[src/rtl/idu0_qdec_pkg.sv]
// -----------------------------------------------------------------------------
// idu0_qdec_pkg
// Shared types and constants for decode stage 0.
//   INSTR_LEN, XLEN  : instruction and address widths
//   decode_out_t     : flags produced by the opcode decode table
//   idu0_qentry_t    : raw instruction-queue entry {instr, instr_tag, predicted_taken}
//   idu0_out_t       : decoded packet registered toward IDU1
//   decode_opcode()  : opcode decode table
// -----------------------------------------------------------------------------
package idu0_qdec_pkg;

    localparam int INSTR_LEN = 32;
    localparam int XLEN      = 32;

    localparam logic [6:0] OPC_LUI    = 7'b0110111;
    localparam logic [6:0] OPC_AUIPC  = 7'b0010111;
    localparam logic [6:0] OPC_JAL    = 7'b1101111;
    localparam logic [6:0] OPC_JALR   = 7'b1100111;
    localparam logic [6:0] OPC_BRANCH = 7'b1100011;
    localparam logic [6:0] OPC_LOAD   = 7'b0000011;
    localparam logic [6:0] OPC_STORE  = 7'b0100011;
    localparam logic [6:0] OPC_OPIMM  = 7'b0010011;
    localparam logic [6:0] OPC_OP     = 7'b0110011;

    typedef struct packed {
        logic legal;
        logic lui;
        logic auipc;
        logic jal;
        logic jalr;
        logic condbr;
        logic load;
        logic store;
        logic imm20;
        logic imm12;
    } decode_out_t;

    typedef struct packed {
        logic [INSTR_LEN-1:0] instr;
        logic [XLEN-1:0]      instr_tag;
        logic                 predicted_taken;
    } idu0_qentry_t;

    typedef struct packed {
        logic [INSTR_LEN-1:0] instr;
        logic [XLEN-1:0]      instr_tag;
        logic                 predicted_taken;
        decode_out_t          dec;
        logic [XLEN-1:0]      imm;
        logic                 imm_valid;
        logic [4:0]           rs1_addr;
        logic [4:0]           rs2_addr;
        logic [4:0]           rd_addr;
        logic [4:0]           shamt;
    } idu0_out_t;

    // Unknown opcodes come back with legal=0 and no class flags set; they are
    // still forwarded so a later stage can raise the trap.
    function automatic decode_out_t decode_opcode(input logic [6:0] opc);
        decode_out_t d;
        d       = '0;
        d.legal = 1'b1;
        case (opc)
            OPC_LUI:    begin d.lui   = 1'b1; d.imm20 = 1'b1; end
            OPC_AUIPC:  begin d.auipc = 1'b1; d.imm20 = 1'b1; end
            OPC_JAL:    begin d.jal   = 1'b1; d.imm20 = 1'b1; end
            OPC_JALR:   begin d.jalr  = 1'b1; d.imm12 = 1'b1; end
            OPC_BRANCH: d.condbr = 1'b1;
            OPC_LOAD:   d.load   = 1'b1;
            OPC_STORE:  d.store  = 1'b1;
            OPC_OPIMM:  d.imm12  = 1'b1;
            OPC_OP:     d.legal  = 1'b1;
            default:    d.legal  = 1'b0;
        endcase
        return d;
    endfunction

endpackage

[src/rtl/idu0_imm_gen.sv]
// -----------------------------------------------------------------------------
// idu0_imm_gen
// Combinational immediate generator for the queue head.
//   i_instr     : raw instruction
//   i_dec       : decode-table flags for i_instr
//   o_imm       : sign-extended immediate (J, U, B, S, I/load)
//   o_imm_valid : immediate is an operand (U-type, I-type, load, store)
// -----------------------------------------------------------------------------
module idu0_imm_gen
    import idu0_qdec_pkg::*;
(
    input  logic [INSTR_LEN-1:0] i_instr,
    input  decode_out_t          i_dec,
    output logic [XLEN-1:0]      o_imm,
    output logic                 o_imm_valid
);

    // Opcode bits and the remaining class flags do not select an immediate format.
    logic w_unused;
    assign w_unused = ^{i_instr[6:0], i_dec.legal, i_dec.lui, i_dec.auipc, i_dec.jalr};

    always_comb begin
        o_imm = '0;
        if (i_dec.imm20 && i_dec.jal) begin
            o_imm = {{12{i_instr[31]}}, i_instr[19:12], i_instr[20], i_instr[30:21], 1'b0};
        end else if (i_dec.imm20) begin
            o_imm = {i_instr[31:12], 12'b0};
        end else if (i_dec.condbr) begin
            o_imm = {{20{i_instr[31]}}, i_instr[7], i_instr[30:25], i_instr[11:8], 1'b0};
        end else if (i_dec.store) begin
            o_imm = {{20{i_instr[31]}}, i_instr[31:25], i_instr[11:7]};
        end else if (i_dec.imm12 || i_dec.load) begin
            o_imm = {{20{i_instr[31]}}, i_instr[31:20]};
        end
    end

    // JAL's offset feeds the branch unit, not the ALU operand path.
    assign o_imm_valid = (i_dec.imm20 & ~i_dec.jal) | i_dec.imm12 | i_dec.load | i_dec.store;

endmodule

[src/rtl/idu0_qdec.sv]
// -----------------------------------------------------------------------------
// idu0_qdec
// Decode stage 0: DEPTH-entry instruction queue between the IFU and decode,
// head decode plus immediate generation, and a registered packet toward IDU1.
// Optional build macro: IDU0_QDEC_PERF_CNT_EN adds two saturating perf counters.
//   clk, rst                  : clock, synchronous active-high reset
//   instr, instr_valid,
//   instr_tag,
//   predicted_taken_from_ifu  : IFU offer
//   ifu_ready                 : queue can accept this cycle (count != DEPTH)
//   pipe_stall                : IDU1 cannot accept the output register
//   pipe_flush                : discard everything in flight
//   idu0_out, idu0_out_valid  : decoded packet and its valid
//   occupancy                 : queue entry count (0..DEPTH)
//   perf_stall_cycles         : (macro) cycles with idu0_out_valid & pipe_stall
//   perf_ifu_bp_cycles        : (macro) cycles with instr_valid & ~ifu_ready
// -----------------------------------------------------------------------------
module idu0_qdec
    import idu0_qdec_pkg::*;
#(
    parameter  int DEPTH = 4,
    localparam int PTR_W = $clog2(DEPTH)
) (
    input  logic                 clk,
    input  logic                 rst,
    input  logic [INSTR_LEN-1:0] instr,
    input  logic                 instr_valid,
    input  logic [XLEN-1:0]      instr_tag,
    input  logic                 predicted_taken_from_ifu,
    output logic                 ifu_ready,
    input  logic                 pipe_stall,
    input  logic                 pipe_flush,
    output idu0_out_t            idu0_out,
    output logic                 idu0_out_valid,
    output logic [PTR_W:0]       occupancy
`ifdef IDU0_QDEC_PERF_CNT_EN
    ,
    output logic [31:0]          perf_stall_cycles,
    output logic [31:0]          perf_ifu_bp_cycles
`endif
);

    localparam logic [PTR_W:0]   CNT_FULL = (PTR_W+1)'(DEPTH);
    localparam logic [PTR_W:0]   CNT_ONE  = (PTR_W+1)'(1);
    localparam logic [PTR_W-1:0] PTR_ONE  = PTR_W'(1);

    idu0_qentry_t     r_mem [DEPTH];
    logic [PTR_W-1:0] r_rd_ptr;
    logic [PTR_W-1:0] r_wr_ptr;
    logic [PTR_W:0]   r_count;
    idu0_out_t        r_out_p1;
    logic             r_vld_p1;

    idu0_qentry_t     w_head_p0;
    decode_out_t      w_dec_p0;
    logic [XLEN-1:0]  w_imm_p0;
    logic             w_imm_valid_p0;
    idu0_out_t        w_out_p0;
    logic             w_push;
    logic             w_pop;

    // Ready depends only on the registered count, so a same-cycle pop never
    // frees a slot for the IFU; this keeps the pop path out of ifu_ready.
    assign ifu_ready = (r_count != CNT_FULL);
    assign w_push    = instr_valid & ifu_ready & ~pipe_flush;
    assign w_pop     = (r_count != '0) & (~r_vld_p1 | ~pipe_stall) & ~pipe_flush;

    // Queue storage holds raw bits; it needs no reset because the pointers gate reads.
    always_ff @(posedge clk) begin
        if (w_push) begin
            r_mem[r_wr_ptr] <= '{instr:           instr,
                                 instr_tag:       instr_tag,
                                 predicted_taken: predicted_taken_from_ifu};
        end
    end

    // ---- Stage p0: decode of the queue head --------------------------------
    assign w_head_p0 = r_mem[r_rd_ptr];
    assign w_dec_p0  = decode_opcode(w_head_p0.instr[6:0]);

    idu0_imm_gen u_imm_gen (
        .i_instr     (w_head_p0.instr),
        .i_dec       (w_dec_p0),
        .o_imm       (w_imm_p0),
        .o_imm_valid (w_imm_valid_p0)
    );

    always_comb begin
        w_out_p0                 = '0;
        w_out_p0.instr           = w_head_p0.instr;
        w_out_p0.instr_tag       = w_head_p0.instr_tag;
        w_out_p0.predicted_taken = w_head_p0.predicted_taken;
        w_out_p0.dec             = w_dec_p0;
        w_out_p0.imm             = w_imm_p0;
        w_out_p0.imm_valid       = w_imm_valid_p0;
        w_out_p0.rs1_addr        = w_head_p0.instr[19:15];
        w_out_p0.rs2_addr        = w_head_p0.instr[24:20];
        w_out_p0.rd_addr         = w_head_p0.instr[11:7];
        w_out_p0.shamt           = w_head_p0.instr[24:20];
    end

    // ---- Stage p1: queue control and output register -----------------------
    always_ff @(posedge clk) begin
        if (rst || pipe_flush) begin
            r_count  <= '0;
            r_rd_ptr <= '0;
            r_wr_ptr <= '0;
            r_vld_p1 <= 1'b0;
            r_out_p1 <= '0;
        end else begin
            if (w_push) r_wr_ptr <= r_wr_ptr + PTR_ONE;
            if (w_pop)  r_rd_ptr <= r_rd_ptr + PTR_ONE;
            case ({w_push, w_pop})
                2'b10:   r_count <= r_count + CNT_ONE;
                2'b01:   r_count <= r_count - CNT_ONE;
                default: r_count <= r_count;
            endcase
            if (w_pop) begin
                r_out_p1 <= w_out_p0;
                r_vld_p1 <= 1'b1;
            end else if (!pipe_stall) begin
                r_vld_p1 <= 1'b0;
            end
        end
    end

    assign idu0_out       = r_out_p1;
    assign idu0_out_valid = r_vld_p1;
    assign occupancy      = r_count;

`ifdef IDU0_QDEC_PERF_CNT_EN
    logic [31:0] r_perf_stall;
    logic [31:0] r_perf_bp;

    function automatic logic [31:0] sat_inc(input logic [31:0] v);
        return (v == 32'hFFFF_FFFF) ? v : v + 32'd1;
    endfunction

    // Only reset clears the counters; flush leaves them running.
    always_ff @(posedge clk) begin
        if (rst) begin
            r_perf_stall <= '0;
            r_perf_bp    <= '0;
        end else begin
            if (r_vld_p1 && pipe_stall)    r_perf_stall <= sat_inc(r_perf_stall);
            if (instr_valid && !ifu_ready) r_perf_bp    <= sat_inc(r_perf_bp);
        end
    end

    assign perf_stall_cycles  = r_perf_stall;
    assign perf_ifu_bp_cycles = r_perf_bp;
`endif

endmodule

[config.mk]
export PLATFORM = sky130hd
export DESIGN_NAME = idu0_qdec
export DESIGN_NICKNAME = d
export VERILOG_FILES = /design/src/rtl/idu0_qdec_pkg.sv /design/src/rtl/idu0_imm_gen.sv /design/src/rtl/idu0_qdec.sv
export SDC_FILE = /design/constraint.sdc
export NUM_CORES = 1
export LEC_CHECK = 0
export ABC_CLOCK_PERIOD_IN_PS = 3900
export CELL_PAD_IN_SITES_DETAIL_PLACEMENT = 2
export CELL_PAD_IN_SITES_GLOBAL_PLACEMENT = 2
export CORE_ASPECT_RATIO = 0.8
export CORE_UTILIZATION = 45
export CTS_CLUSTER_DIAMETER = 150
export DETAILED_ROUTE_END_ITERATION = 16
export DONT_BUFFER_PORTS = 1
export GPL_TIMING_DRIVEN = 0
export PLACE_DENSITY = 0.86
export SYNTH_ARGS = -nofsm -noshare
export SYNTH_HDL_FRONTEND = slang
export SYNTH_SLANG_ARGS = --single-unit
[constraint.sdc]
create_clock -name clk -period 3.9 [get_ports clk]
set_clock_uncertainty 0.1 [all_clocks]
set_input_delay 0.39 -clock clk [delete_from_list [all_inputs] [get_ports clk]]
set_output_delay 0.39 -clock clk [all_outputs]
set_load 0.005 [all_outputs]
Word level (Yosys, flattened, before mapping). Memories as Yosys holds them, arrays and structs flattened. A register that Yosys moved wholly into a read port is not among the register bits. Index checks and enable logic that the tools add are counted.

Flip-flop bits (word level): 131. Bits in latches: 0. Memory bits (writable): 260. Bits in read-only memories: 0. Bits of input ports: 70. Output and inout port bits: 133. Word-level logic and storage cells: 83. Memories: 1.

Memory list: r_mem (words 4, bits a word 65, read ports 1, clocked after memory_dff 1, wr ports 1, RTL line idu0_qdec.sv:47) `idu0_qentry_t r_mem [DEPTH];`.

Add/sub/neg operators: 4. Multipliers: 0. Divide/modulo/power cells: 0. Order comparisons: 0. Eq/ne operators: 13. Shift-type cells: 0. Muxes and demuxes: 22. Bitwise operators: 13. Reduce and logical (&&, ||, !) cells: 8.

Operators with widths (number): 32-bit 2-to-1 mux (5); 7-bit by 6-bit == test with 1-bit output, second input constant (3); 7-bit == test, second input constant (3); 7-bit by 5-bit == test with 1-bit output, second input constant (2); 1-bit 2-to-1 mux (14); 9-bit OR reduction (1); 7-bit by 2-bit == test with 1-bit output, second input constant (1); 3-bit case mux with 2 select lines (1); 1-bit AND (5); 2-bit by 1-bit adder with 2-bit output, second input constant (2); 2-bit 2-to-1 mux (2); 1-bit inverter (4); 1-bit bitwise OR (4); 3-bit by 1-bit adder with 3-bit output, second input constant (1); 3-bit != test, second input constant (1); 3-bit nonzero test (1); 3-bit OR reduction (1); 3-bit by 1-bit subtractor with 3-bit output, second input constant (1); 2-bit by 1-bit == test with 1-bit output, second input constant (1); 2-bit == test, second input constant (1); 1-bit logical OR (2); 2-bit by 1-bit != test with 1-bit output, second input constant (1); 2-bit nonzero test (1); 2-bit OR reduction (1); 1-bit logical AND (1).

Longest topological paths before layout.
Depth after elaboration: 9. Depth in mapped cells: 11. Gate-level depth less buffers: 11.

Cells and area by module. A second synthesis with hierarchy kept.

Cells, all modules: 995. Area total of the unflattened synthesis: 14418.8 µm².

Modules (own cells, without submodules): idu0_qdec (times used 1, cells an instance 906, area each 13847.0 µm²); idu0_imm_gen (times used 1, cells an instance 89, area each 571.8 µm²).

Worst setup path before layout. No wires, ideal clock.

Kind: register to register. Start: reg r_count[0] (netlist: occupancy[0]). End: mem r_mem[0][0] (netlist name), enable pin. Library setup time: 0.430 ns. Arrival: 2.444 ns. Path slack: 0.926 ns. Cell stages (with the launch flop): 6. Path buffers: 0. Period minus slack after synthesis: 2.974 ns. Cells stage by stage: dfxtp_1 > inv_1 > nand3_1 > nand2_1 > nor2_1 > and2_1.

Longest elaborated chain between the ends: 5.

RTL lines: start: declaration (RTL line idu0_qdec.sv:50) `logic [PTR_W:0] r_count;`; start signal: assignment (RTL line idu0_qdec.sv:114) `2'b10: r_count <= r_count + CNT_ONE;`; start signal: assignment (RTL line idu0_qdec.sv:115) `2'b01: r_count <= r_count - CNT_ONE;`; start signal: assignment (RTL line idu0_qdec.sv:116) `default: r_count <= r_count;`; 3-bit != test (RTL line idu0_qdec.sv:64) `assign ifu_ready = (r_count != CNT_FULL);`; net ifu_ready (RTL line idu0_qdec.sv:30) `output logic ifu_ready,`; 1-bit AND (2 in a row) (RTL line idu0_qdec.sv:65) `assign w_push = instr_valid & ifu_ready & ~pipe_flush;`; 1-bit 2-to-1 mux (RTL line idu0_qdec.sv:70) `if (w_push) begin`; 1-bit 2-to-1 mux (not written as such) (RTL line idu0_qdec.sv:71) `r_mem[r_wr_ptr] <= '{instr: instr,`; end: declaration (RTL line idu0_qdec.sv:47).

The timed path passes the listed nets, and every way through them passes these cells.

Worst setup path after layout.
Start: reg r_count[0] (netlist: occupancy[0]). End: reg r_count[2] (netlist: occupancy[2]).

Longest elaborated chain between the ends: 5.

RTL lines: 3-bit nonzero test (*) (RTL line idu0_qdec.sv:66) `assign w_pop = (r_count != '0) & (~r_vld_p1 | ~pipe_stall) & ~pipe_flush;`; 1-bit AND (*) (2 in a row) (RTL line idu0_qdec.sv:66); net w_pop (RTL line idu0_qdec.sv:60) `logic w_pop;`; 2-bit by 1-bit == test with 1-bit output or 2-bit == test (tied branches) (RTL line idu0_qdec.sv:113) `case ({w_push, w_pop})`; 3-bit case mux with 2 select lines or 2-bit nonzero test (tied branches).

The timed path passes the listed nets; every way through them passes the cells marked *. A chain may end at the register's enable or synchronous reset.

==> out/qor.yml <==
synth_fp_nets: 989
p_leak_nw: 5.353
die_h_um: 160.4
layoutNonFillerInstCount: 1473
synth.avg_cell_area_um2: 15.47
antenna_found_initial: 5
max_cap_viol_count: 0
setup_viol: 0
wl_per_cell_um: 28.62
dp_cells: 1330
synth_cell_type_count: 55
drcViolationCount: 0
crit_top_cell: "inv_1"
drive_gt1_share_pct: 17.35
cts_resized: 0
clk_pin_slew_worst_paths_ns: 0.06
synthAdderAreaFrac_pct: 0.5848
die_w_um: 200.1
post_cts_buffers: 0
setup_ws_ns: 0.2894
yosysMostFrequentCell: "edfxtp_1"
vias: 8368
arrival_ns: 3.97
reg2reg_slack_ns: 0.29
start_util_pct: 46.15
cts_buffers: 39
power_density_mw_per_mm2: 509.6
drt_wl_total_mm: 42.16
worst_slew_pin_slew_ns: 1.012
rows: 57
synth_mux_area_share_pct: 10.86
synth_commonest_cells: "edfxtp_1, nand2_1, dfxtp_1"
ys_warn_count: 0
crit_buf_inv: 4
cts_buffer_depth: 3
synth.top_cell.area_share_pct: 55.29
postRouteAntennaNets: 0
cp.required_ns: 4.26
fillers: 2678
register_area_mm2: 0.01017
core-area_mm2: 0.03060
grt_overflow: 0
h-tree-depth: 2
power_frac_comb_pct: 4.3
synth_area_leaders: "edfxtp_1, dfxtp_1, mux4_2, nand2_1, a21oi_1"
setup.worst_path.class: "flip-flop to flip-flop"
yosys.area.top_type: "edfxtp_1"
synth_edf_count: 260
worst_path_largest_cell_delay_ns: 0.56
cts_hold_buf: 67
grt_pass1_vias: 9412
root_buffer: "clkbuf_16"
cpMaxStageDelayCell: "buf_1"
gp_congestion: 0.7468
fmax_ghz: 0.2770
crit_family: "buffers and inverters"
cts_sinks: 378
worstSetupStartpointType: "flip-flop"
hpwl_mm: 26.60
synth_compound_area_share_pct: 5.928
slew_headroom_pct: 32.53
worstSetupEndpointType: "flip-flop"
power.internal_w: 0.006680
startpoint: "occupancy[0]$_SDFFE_PP0P_"
synth_top_family_by_area: "multiplexers"
maxSlewViolCount: 0
switching_share_pct: 21.52
synth-main-ff-cell: "edfxtp_1"
setup_tns_ns: 0
ir_worst_vdd_uv: 356.9
fin_crit_sh_pct: 92.58
firstDrtPassIters: 5
critPathMaxFanout: 10
port_buffers: 0
syn-cell-area_mm2: 0.01412
clk_latency_ns: 0.54
final-hold-violation-count: 0
outcome: "finished clean"
clkPwrFrac_pct: 44.4
final_nets: 1101
total_switching_power_w: 0.001832
yosysSeqAreaShare_pct: 72.02
worstHoldStart: "rst"
multiInputGateArea_mm2: 0.003522
pwr-share-seq_pct: 51.4
synth_xor_area_share_pct: 0.3101
vias_per_cell: 5.681
num_io_pins: 203
die_area_mm2: 0.03210
ys_ff_latch: 378
grtUsageTotal_pct: 27.02
drt_iter0_markers: 549
rsz0062_at_grt: "false"
preCtsSetupSlack_ns: 0.3166
fin_crit_ns: 3.611
path_cells: "nor3_1 > or3b_2 > inv_1 > buf_2 > buf_1 > ha_1 > inv_1 > fa_1 > xor2_1 > or3_1 > a21oi_1"
postSynthCellCount: 913
hold_class: "input port to flip-flop"
grt_max_degree: 39
finalPower_w: 0.008512
synthSimpleGateAreaFrac_pct: 7.186
synthArstFlopShare_pct: 0
cts_tree: "built"
reg2reg_from: "occupancy[0]$_SDFFE_PP0P_"
areaGrowthSynthToFinish_pct: 18.29
grt_pass1_wl_mm: 62.22
finalHoldWorstSlack_ns: 0.1711
[cell type report]
cell class                      instances  share of cell area, %
Timing Repair Buffer                   71                  4.629
Clock buffer                           55                  6.697
Clock inverter                         16                 0.9064
Sequential cell                       378                  60.88
Antenna cell                            5                0.07491
Tap cell                              413                  3.094
Inverter                                7                 0.1573
Buffer                                 74                  2.472
Multi-Input combinational cell        454                  21.09
[cell families after synthesis]
| kind of cell | after synthesis |
|---|---|
| buffers and inverters | 81 |
| XOR/XNOR | 5 |
| AND/OR/NAND/NOR | 224 |
| flip-flops | 378 |
| multiplexers | 71 |
| AO/OA/AOI/OAI | 148 |
| adder cells (fa/ha/maj) | 6 |
[registers in the layout, summed over array words and instances (netlist names), named ones only]
name and flops:
idu0_out 108, idu0_out_valid 1, occupancy 3, r_mem 260, r_rd_ptr 2, r_wr_ptr 2
[worst min-delay path: stages]
cell,delay (ns)
nor2_1,0.17
o21ai_0,0.15
a21oi_1,0.05
[power by group through the flow]
stage / sequential (W) / clock (W) / combinational [W]
final: 0.00437 / 0.00378 / 0.000362
after global routing: 0.00438 / 0.00398 / 0.000388
after CTS: 0.00437 / 0.00381 / 0.000360
after detailed placement: 0.00446 / 0 / 0.000269
after global placement: 0.00446 / 0 / 0.000253
after floorplan: 0.00445 / 0 / 0.000173
[metal layers]
layer	up-vias	part of all wire [%]	track usage (%)
li1	3627	-	-
met4	4	2.0	6.870
met5	-	0.055	0
met2	284	51	46.39
met3	65	7.6	7.014
met1	4388	40	33.97
[cells in the final DEF, fill, tap and decap left out, types with 5 or more instances in the layout]
cell type,Yosys,layout
nor2_1,20,20
buf_6,5,5
a21oi_1,102,102
ha_1,5,5
inv_1,7,7
buf_1,9,9
o21ai_0,25,25
buf_2,12,12
dlygate4sd3_1,0,67
dfxtp_1,118,118
edfxtp_1,260,260
nand2_1,166,166
clkbuf_16,0,41
clkbuf_1,26,36
nand3_1,6,6
diode_2,0,5
clkinv_2,0,10
a22o_1,6,6
buf_4,22,22
mux4_2,63,63
[metrics by stage]
step	instance area, µm²	utilization, %
after CTS	16690	54.55
after floorplan	14120	-
after detailed placement	14750	48.21
final	16700	54.59
after global routing	16700	54.57
after global placement	14640	47.84
[worst paths after layout]
path                                    end  cells past startpoint
setup / recovery  occupancy[2]$_SDFFE_PP0P_                     11
hold reg to reg   idu0_out[65]$_SDFFE_PP0P_                      2
hold / removal    idu0_out[25]$_SDFFE_PP0P_                      3
setup reg to reg  occupancy[2]$_SDFFE_PP0P_                     11
Note: power is estimated with default switching activity, not from simulation.
